### src/rtl/muldiv_pkg.sv
// muldiv_pkg: shared state, op encodings and cycle-count helper for muldiv_unit
package muldiv_pkg;
   typedef enum logic [1:0] {IDLE, CALC, DONE} state_t;
   localparam logic OP_MUL = 1'b0;
   localparam logic OP_DIV = 1'b1;
   function automatic int muldiv_k(input int width, input int unroll);
      return width / unroll;
   endfunction
endpackage

### src/rtl/muldiv_step.sv
// muldiv_step: one restoring-divide or shift-add step, consuming one operand bit MSB first
module muldiv_step
   import muldiv_pkg::*;
#(
   parameter int WIDTH = 32
) (
   input  logic                 op,
   input  logic [2*WIDTH-1:0]   part_in,
   input  logic [WIDTH-1:0]     opnd,
   input  logic                 next_bit,
   output logic [2*WIDTH-1:0]   part_out,
   output logic                 q_bit
);
   logic [WIDTH:0]       sh;
   logic [WIDTH:0]       diff;
   logic [2*WIDTH-1:0]   acc;
   always_comb begin
      sh = {part_in[WIDTH-1:0], next_bit};
      diff = sh - {1'b0, opnd};
      acc = {part_in[2*WIDTH-2:0], 1'b0} + (next_bit ? {{WIDTH{1'b0}}, opnd} : '0);
      q_bit = op == OP_DIV && !diff[WIDTH];
      part_out = op == OP_DIV ? {{WIDTH{1'b0}}, q_bit ? diff[WIDTH-1:0] : sh[WIDTH-1:0]} : acc;
   end
endmodule

### src/rtl/muldiv_unit.sv
// muldiv_unit: iterative signed/unsigned multiply/divide retiring UNROLL bits per cycle, with cancel
module muldiv_unit
   import muldiv_pkg::*;
#(
   parameter int WIDTH  = 32,
   parameter int UNROLL = 1
) (
   input  logic                 clk,
   input  logic                 rst_n,
   input  logic                 start_flag,
   input  logic                 cancel_flag,
   input  logic                 op,
   input  logic                 signed_flag,
   input  logic [WIDTH-1:0]     opdata1,
   input  logic [WIDTH-1:0]     opdata2,
   output logic                 busy,
   output logic                 complete_flag,
   output logic                 div_zero,
   output logic [2*WIDTH-1:0]   result
);
   localparam int CW = $clog2(WIDTH + 1);
   localparam logic [CW-1:0] LAST = CW'((muldiv_k(WIDTH, UNROLL) - 1) * UNROLL);
   state_t               state;
   logic [CW-1:0]        counter;
   logic                 op_r, neg_res, neg_rem;
   logic [WIDTH-1:0]     src, opnd, mag1, mag2, src_nx, quo, rem;
   logic [2*WIDTH-1:0]   part, part_nx, final_res;
   assign mag1 = signed_flag && opdata1[WIDTH-1] ? -opdata1 : opdata1;
   assign mag2 = signed_flag && opdata2[WIDTH-1] ? -opdata2 : opdata2;
   // src holds dividend/multiplier bits; quotient bits shift in from the bottom as they are consumed
   for (genvar i = 0; i < UNROLL; i++) begin : g_step
      logic [2*WIDTH-1:0] p_in, p_out;
      logic [WIDTH-1:0]   s_in, s_out;
      logic               q;
      if (i == 0) begin : g_first
         assign p_in = part;
         assign s_in = src;
      end else begin : g_next
         assign p_in = g_step[i-1].p_out;
         assign s_in = g_step[i-1].s_out;
      end
      muldiv_step #(.WIDTH(WIDTH)) u_step (
         .op       (op_r),
         .part_in  (p_in),
         .opnd     (opnd),
         .next_bit (s_in[WIDTH-1]),
         .part_out (p_out),
         .q_bit    (q)
      );
      assign s_out = {s_in[WIDTH-2:0], q};
   end
   assign part_nx = g_step[UNROLL-1].p_out;
   assign src_nx = g_step[UNROLL-1].s_out;
   assign quo = src_nx;
   assign rem = part_nx[WIDTH-1:0];
   assign final_res = op_r == OP_DIV ? {neg_rem ? -rem : rem, neg_res ? -quo : quo}
                                     : (neg_res ? -part_nx : part_nx);
   always_ff @(posedge clk or negedge rst_n) begin
      if (!rst_n) begin
         state <= IDLE;
         counter <= '0;
         busy <= 1'b0;
         complete_flag <= 1'b0;
         div_zero <= 1'b0;
         result <= '0;
         op_r <= OP_MUL;
         neg_res <= 1'b0;
         neg_rem <= 1'b0;
         src <= '0;
         opnd <= '0;
         part <= '0;
      end else begin
         case (state)
            IDLE: if (start_flag && !cancel_flag) begin
               busy <= 1'b1;
               if (op == OP_DIV && opdata2 == '0) begin
                  state <= DONE;
                  complete_flag <= 1'b1;
                  div_zero <= 1'b1;
                  result <= '0;
               end else begin
                  state <= CALC;
                  div_zero <= 1'b0;
                  op_r <= op;
                  neg_res <= signed_flag && (opdata1[WIDTH-1] ^ opdata2[WIDTH-1]);
                  neg_rem <= signed_flag && opdata1[WIDTH-1];
                  src <= mag1;
                  opnd <= mag2;
                  part <= '0;
                  counter <= '0;
               end
            end
            CALC: if (cancel_flag) begin
               state <= IDLE;
               busy <= 1'b0;
               div_zero <= 1'b0;
            end else begin
               part <= part_nx;
               src <= src_nx;
               counter <= counter + CW'(UNROLL);
               if (counter == LAST) begin
                  state <= DONE;
                  complete_flag <= 1'b1;
                  result <= final_res;
               end
            end
            DONE: if (cancel_flag || !start_flag) begin
               state <= IDLE;
               busy <= 1'b0;
               complete_flag <= 1'b0;
               if (cancel_flag) div_zero <= 1'b0;
            end
            default: state <= IDLE;
         endcase
      end
   end
endmodule

### config.mk
export PLATFORM = sky130hd
export DESIGN_NAME = muldiv_unit
export DESIGN_NICKNAME = d
export VERILOG_FILES = /design/src/rtl/muldiv_pkg.sv /design/src/rtl/muldiv_step.sv /design/src/rtl/muldiv_unit.sv
export SDC_FILE = /design/constraint.sdc
export NUM_CORES = 1
export LEC_CHECK = 0
export CORE_MARGIN = 2
export CORE_UTILIZATION = 61
export DETAILED_ROUTE_END_ITERATION = 10
export GPL_TIMING_DRIVEN = 1
export PLACE_DENSITY_LB_ADDON = 0.3
export SLEW_MARGIN = 20
export SYNTH_ARGS = -nofsm -noshare
export SYNTH_HDL_FRONTEND = slang
export SYNTH_SLANG_ARGS = --single-unit
### constraint.sdc
create_clock -name clk -period 7.08 [get_ports clk]
set_clock_uncertainty 0.15 [all_clocks]
set_input_delay 0.708 -clock clk [delete_from_list [all_inputs] [get_ports clk]]
set_output_delay 0.708 -clock clk [all_outputs]
set_load 0.05 [all_outputs]
Yosys cells after proc, flatten, opt, wreduce, memory -nomap -nowiden
Cells that the tools add are included.
{ "totals": {"register_bits": 205, "input_bits": 70, "out_inout_bits": 67, "word_cells": 100} }
{ "op_classes": {"n_addsub": 8, "eq_ne": 11, "muxes": 46, "n_bitwise": 2, "reduce_logical": 21} }
{ "op_table": {"columns": ["cell", "n"], "rows": [
  ["$mux 64", 7],
  ["$mux 32", 9],
  ["$mux 63", 3],
  ["$neg 32->32", 4],
  ["$pmux 64 s2", 1],
  ["$pmux 63 s2", 1],
  ["$add 64x32->64", 1],
  ["$neg 64->64", 1],
  ["$pmux 32 s2", 1],
  ["$sub 33x32->33", 1],
  ["$logic_not 32->1", 1],
  ["$mux 6", 3],
  ["$ne 2x2->1 const B", 7],
  ["$pmux 6 s2", 1],
  ["$mux 1", 11],
  ["$mux 2", 5],
  ["$pmux 1 s3", 3],
  ["$reduce_and 3->1", 3],
  ["$reduce_and 4->1", 2],
  ["$add 6x1->6 const B", 1],
  ["$eq 6x5->1 const B", 1],
  ["$logic_and 1x1->1", 6],
  ["$pmux 2 s3", 1],
  ["$reduce_and 6->1", 1],
  ["other kinds (11)", 13]
]} }

Longest topological paths before layout
{ "logic_depth": {"ltp_word": 11, "ltp_mapped": 25, "ltp_nobuf": 21} }

Hierarchy
A second synthesis with hierarchy kept.
{ "unflattened": {"hier_cells": 2524, "hier_area_um2": 19418.6} }
{ "modules_own_cells": {"columns": ["mod", "n_inst", "cells_each", "area_per_inst_um2", "seq_area_each_um2"], "rows": [
  ["muldiv_unit", 1, 1700, 14084.8, 5154.9],
  ["muldiv_step", 1, 824, 5333.9, 0.0]
]} }

Least setup slack after synthesis
No wires, ideal clock.
{ "synth_path": {"path_type": "register to register", "start": "register src[31], in the netlist g_step[0].s_in[31]", "end": "register result[62]", "setup_ps": 127, "arrival_time_ps": 5266, "required_time_ps": 6803, "slack_ps": 1536, "stages_incl_launch_ff": 25, "n_path_buf": 4, "period_less_slack_ps": 5544, "cell_sequence": "dfrtp_1 > inv_1 > buf_1 > ha_1 > fa_1 > nand2b_1 > a21oi_1 > o21ai_1 > or3_1 > nand4_1 > buf_4 > nand2_1 > buf_2 > clkbuf_1 > nand2_1 > o21ai_0 > mux2i_1 > ha_1 > inv_1 > a221o_1 > nor4b_4 > nand4_2 > or4_1 > o31ai_1 > o31ai_1"} }
{ "synth_between": {"elab_chain_len": 11, "elab_cells_between_ends": 15, "cone_classes": "add/sub: 4; mux: 9; reduce/logical: 2"} }
{ "synth_lines": {"columns": ["element", "line_no", "rtl"], "rows": [
  ["start: declaration", "muldiv_unit.sv:26", "logic [WIDTH-1:0] src, opnd, mag1, mag2, src_nx, quo, rem;"],
  ["start signal: assignment", "muldiv_unit.sv:87", "src <= mag1;"],
  ["start signal: assignment", "muldiv_unit.sv:99", "src <= src_nx;"],
  ["$sub 33x32->33", "muldiv_step.sv:19", "diff = sh - {1'b0, opnd};"],
  ["$logic_not 1->1", "muldiv_step.sv:21", "q_bit = op == OP_DIV && !diff[WIDTH];"],
  ["$logic_and 1x1->1", "muldiv_step.sv:21", null],
  ["$mux 32", "muldiv_step.sv:22", "part_out = op == OP_DIV ? {{WIDTH{1'b0}}, q_bit ? diff[WIDTH-1:0] : sh[WIDTH-1:0]} : acc;"],
  ["$mux 64 (*)", "muldiv_step.sv:22", null],
  ["$neg 64->64 or $neg 32->32 (tied branches)", "muldiv_unit.sv:57, muldiv_unit.sv:56", null],
  ["$mux 64 or $mux 32 (tied branches)", "muldiv_unit.sv:57, muldiv_unit.sv:56", null],
  ["$mux 64 (*)", "muldiv_unit.sv:56", "assign final_res = op_r == OP_DIV ? {neg_rem ? -rem : rem, neg_res ? -quo : quo}"],
  ["$mux 64 (*)", "muldiv_unit.sv:101", "if (counter == LAST) begin"],
  ["$mux 64 (*)", "muldiv_unit.sv:93", "CALC: if (cancel_flag) begin"],
  ["$pmux 64 s2 (*)", "muldiv_unit.sv:73", "case (state)"],
  ["end signal: assignment", "muldiv_unit.sv:104", "result <= final_res;"],
  ["end: declaration", "muldiv_unit.sv:19", "output logic [2*WIDTH-1:0] result"]
]} }
Every way passes the cells marked *; elsewhere a longest branch is shown, timed or not. The select of a mux whose other input is x is not followed.
A chain may end at the register's enable or synchronous reset.

Final worst setup path
{ "layout_path": {"start": "register part[18], in the netlist g_step[0].p_in[18]", "end": "register result[44]"} }
{ "layout_between": {"elab_chain_len": 11, "elab_cells_between_ends": 14, "cone_classes": "add/sub: 4; mux: 8; reduce/logical: 2"} }
{ "layout_lines": {"columns": ["element", "line_no", "rtl"], "rows": [
  ["start: declaration", "muldiv_unit.sv:27", "logic [2*WIDTH-1:0] part, part_nx, final_res;"],
  ["start signal: assignment", "muldiv_unit.sv:98", "part <= part_nx;"],
  ["$sub 33x32->33", "muldiv_step.sv:19", null],
  ["$logic_not 1->1", "muldiv_step.sv:21", null],
  ["$logic_and 1x1->1", "muldiv_step.sv:21", null],
  ["$mux 32", "muldiv_step.sv:22", null],
  ["$mux 64 (*)", "muldiv_step.sv:22", null],
  ["$neg 64->64 or $neg 32->32 (tied branches)", "muldiv_unit.sv:57, muldiv_unit.sv:56", null],
  ["$mux 64 or $mux 32 (tied branches)", "muldiv_unit.sv:57, muldiv_unit.sv:56", null],
  ["$mux 64 (*)", "muldiv_unit.sv:56", null],
  ["$mux 64 (*)", "muldiv_unit.sv:101", null],
  ["$mux 64 (*)", "muldiv_unit.sv:93", null],
  ["$pmux 64 s2 (*)", "muldiv_unit.sv:73", null]
]} }
Marks and branches as above.

==> key figures <==
Cells and area
  • Fillcell total: approximately 2,500
  • Commonest non-fill, non-tap cell in the layout: nand2_1
  • Cell area after layout: 0.02192 mm²
  • NumNets Final: around 2,800
  • Ratio of cells with drive above 1 in the final layout: 6.518%
  • Most frequent cells in the layout: nand2_1 (382), nor2_1 (239), o21ai_0 (220)
  • Layout area overhead: 13.14%
  • Final Core Density: 69.82%

Clock tree
  • Root Buffer Master: clkbuf_16
  • Post-CTS sizing: 0
  • Setup repair bufs after CTS: 0
  • Clk pin slew, worst setup/hold paths: 0.06 ns
  • Clk_lat worst skew: 0.56 ns
  • CTS buffer count: 25
  • H-tree levels: 1
  • Sink Count: ~210
  • CTS max path bufs: 3
  • Hold Buf Count CTS: 0
  • CTS tree: built

Yosys
  • Flops & latches, synth: approximately 210
  • Synth Net Count: 2,753
  • Area leader, netlist: dfrtp_1
  • Mapped Cells: 2,608
  • Post-synth ARST share: 100.0%
  • Synth Flop Type: dfrtp_1
  • Library cells used by synthesis: 94
  • Synth top area share: between 20% and 30%
  • Register area share after synthesis: a little over a quarter
  • Post-Syn Area: 0.01937 mm²
  • Warnings from Yosys: 0
  • Syn avg cell area: 7.428 µm²
  • Area contributors post-synth: dfrtp_1 (26%), nand2_1 (7.4%), o21ai_0 (5.7%)
  • Number of synthesized flops with an enable pin: 0

Outcome
  • Status: complete, no violations

Place
  • Input/output buffers: 136
  • DP HPWL: around 60,000 µm
  • GP Congestion: 1.116
  • Post-DP Area: 0.02107 mm²

Critical path
  • Crit end category: flip-flop
  • Startpoint types: flip-flop
  • Crit Path Category: flip-flop to flip-flop
  • Worst endpoint required time: around 7.4 ns
  • Arrival time of the worst setup path: 6.68 ns
  • Crit path max fanout: 20

GRT
  • All-Layer GR Usage: a little under half
  • Met2 Use GR: 71.15%
  • Vias in the first global route: 20,322
  • Met3 GRT Util: 11.97%
  • Busiest grt layer: met2
  • Largest net degree at the start of global routing: 109
  • First-pass GRT wire length: 119,600 µm
  • Grt ovf: 0
  • Met1 usage: around 58%
  • Initial antenna violation count: 6

Timing
  • Tmin final: about 6.4 ns
  • Final hold violations: 0
  • Max Slew Vio Count: 0
  • Relative slew margins: 20.63%
  • Setup violators final: 0
  • WHS: 0.06637 ns
  • Final Cycle Share: 90.40%
  • Fmax: 156.2 MHz
  • Worst-margin pin slew: roughly 1.2 ns
  • Post-Route Setup TNS: 0 ns
  • RSZ-0062 raised after global routing: no

Run
  • Max cap viols: 0

Power
  • Static Leak: 9.031 nW
  • Worst vdd ir: 0.4233 mV
  • P per Cell Area: 503.2 mW/mm²
  • Tot Pwr: 11.03 mW

Floorplanning
  • Die Width: 182.2 µm
  • Die Height: 182.2 µm
  • Initial Util: 61.71%
  • IO Pins: 137
  • Die area: 0.03320 mm²
  • FP Rows: 65
  • CORE AREA: about 0.031 mm²

Detailed routing
  • DR pass1 iterations: 6
  • Final wirelength: 78,350 µm
  • DRC errors left: 0
  • Initial DRC count: 3,163
  • Vias: 21,911
  • Routed Antenna Nets: 0
  • Drt wl/cell: 25.36 µm
  • Avg Vias per Cell: 7.091

Hold path
  • Worst hold path type: input pin to async pin
## layout make-up
cell class / instances / area (µm²) / area share [%]
multi-input cells: 2168 / 13360 / 60.96
diodes: 3 / 7.507 / 0.03425
clock inverters: 11 / 141.4 / 0.6451
well taps: 402 / 503.0 / 2.295
flip-flops and latches: 205 / 5135 / 23.43
clock buffers: 33 / 695.7 / 3.174
inverters: 75 / 281.5 / 1.284
repair buffers: 193 / 1793 / 8.181
## registers in the layout (all words and copies together) (netlist names)
| register | count |
|---|---|
| busy | 1 |
| complete_flag | 1 |
| counter | 6 |
| div_zero | 1 |
| g_step.p_in | 63 |
| g_step.s_in | 32 |
| neg_rem | 1 |
| neg_res | 1 |
| op_r | 1 |
| opnd | 32 |
| result | 64 |
| state | 2 |
## power by group
| group | switching, mW | total, mW | internal (mW) |
|---|---|---|---|
| logic | 5.29 | 7.66 | 2.37 |
| clock network | 0.558 | 1.36 | 0.799 |
| registers | 0.516 | 2.01 | 1.50 |
## kinds of logic (layout without fill, tap and decap cells)
group / count (synthesis) / after routing / synth area share [%]
compound gates: 821 / 821 / 27.49
mux: 30 / 30 / 1.686
simple gates: 1052 / 1052 / 26.03
flops: 205 / 205 / 26.48
xor+xnor: 190 / 190 / 8.591
other cells: 0 / 3 / 0
buf+inv: 235 / 312 / 4.799
fa+ha+maj: 75 / 75 / 4.922
## per-layer routing
metal / share of wire (%) / routed length (µm)
met5: 0.055 / 43
met4: 7.8 / 6090
met3: 12 / 9408
met2: 43 / 33810
met1: 37 / 29000
## per-stage QoR
step	worst slack [ns]	cells
5_1_grt	0.4724	3088
6_report	0.6800	3090
2_1_floorplan	1.536	2608
4_1_cts	0.9546	3087
3_3_place_gp	1.153	3043
3_5_place_dp	0.9734	3043
## synth_stat cells (9+ instances only)
cell type / n
nor2b_1: 14
o31ai_1: 61
xnor2_1: 103
and2_1: 28
o211ai_1: 21
mux2i_1: 18
ha_1: 73
nand4_1: 43
a21oi_1: 219
o21ai_0: 220
a31oi_1: 27
buf_2: 20
a211oi_1: 33
nand3b_1: 13
or4_1: 16
o41ai_1: 18
o21bai_1: 12
nor2_1: 239
a32o_1: 11
mux2_2: 10
a22oi_1: 16
or2_2: 18
nor3_1: 58
or3_1: 42
a21o_1: 23
and4_1: 11
a211o_1: 20
a32oi_1: 11
xor2_1: 87
nand3_1: 79
a21boi_0: 9
dfrtp_1: 205
buf_1: 24
clkbuf_1: 112
a22o_1: 10
and3_1: 23
nand2_1: 384
inv_1: 74
nor4_1: 30
o2111ai_1: 9
nand2b_1: 19
## path summary, 6_finish.rpt
check	startpoint	end	slack (ns)	depth (start not counted)
max in group asynchronous	rst_n	result[26]$_DFFE_PN0P_	5.14	2
worst min-delay path	rst_n	g_step[0].p_in[42]$_DFFE_PN0P_	0.07	1
worst min register to register	result[43]$_DFFE_PN0P_	result[43]$_DFFE_PN0P_	0.33	2
worst max register to register	g_step[0].p_in[18]$_DFFE_PN0P_	result[44]$_DFFE_PN0P_	0.68	19
worst max-delay path	g_step[0].p_in[18]$_DFFE_PN0P_	result[44]$_DFFE_PN0P_	0.68	19
min in group clk	result[43]$_DFFE_PN0P_	result[43]$_DFFE_PN0P_	0.33	2
## critical path, cell delays in order (launching register included)
cell     delay (ns)
dfrtp_1        0.50
ha_1           0.42
a21oi_1        0.27
o21ai_1        0.18
a22oi_1        0.25
a311o_1        0.35
nand4_1        0.42
nand2_1        0.34
buf_4          0.31
o21ai_0        0.18
a21oi_1        0.25
ha_1           0.22
inv_1          0.07
a221o_1        0.38
nor4b_4        0.41
nand2_1        0.24
nor4b_1        0.71
a21oi_1        0.18
mux2i_1        0.16
a32o_1         0.30
No activity file was read; power rests on OpenSTA's default activity.
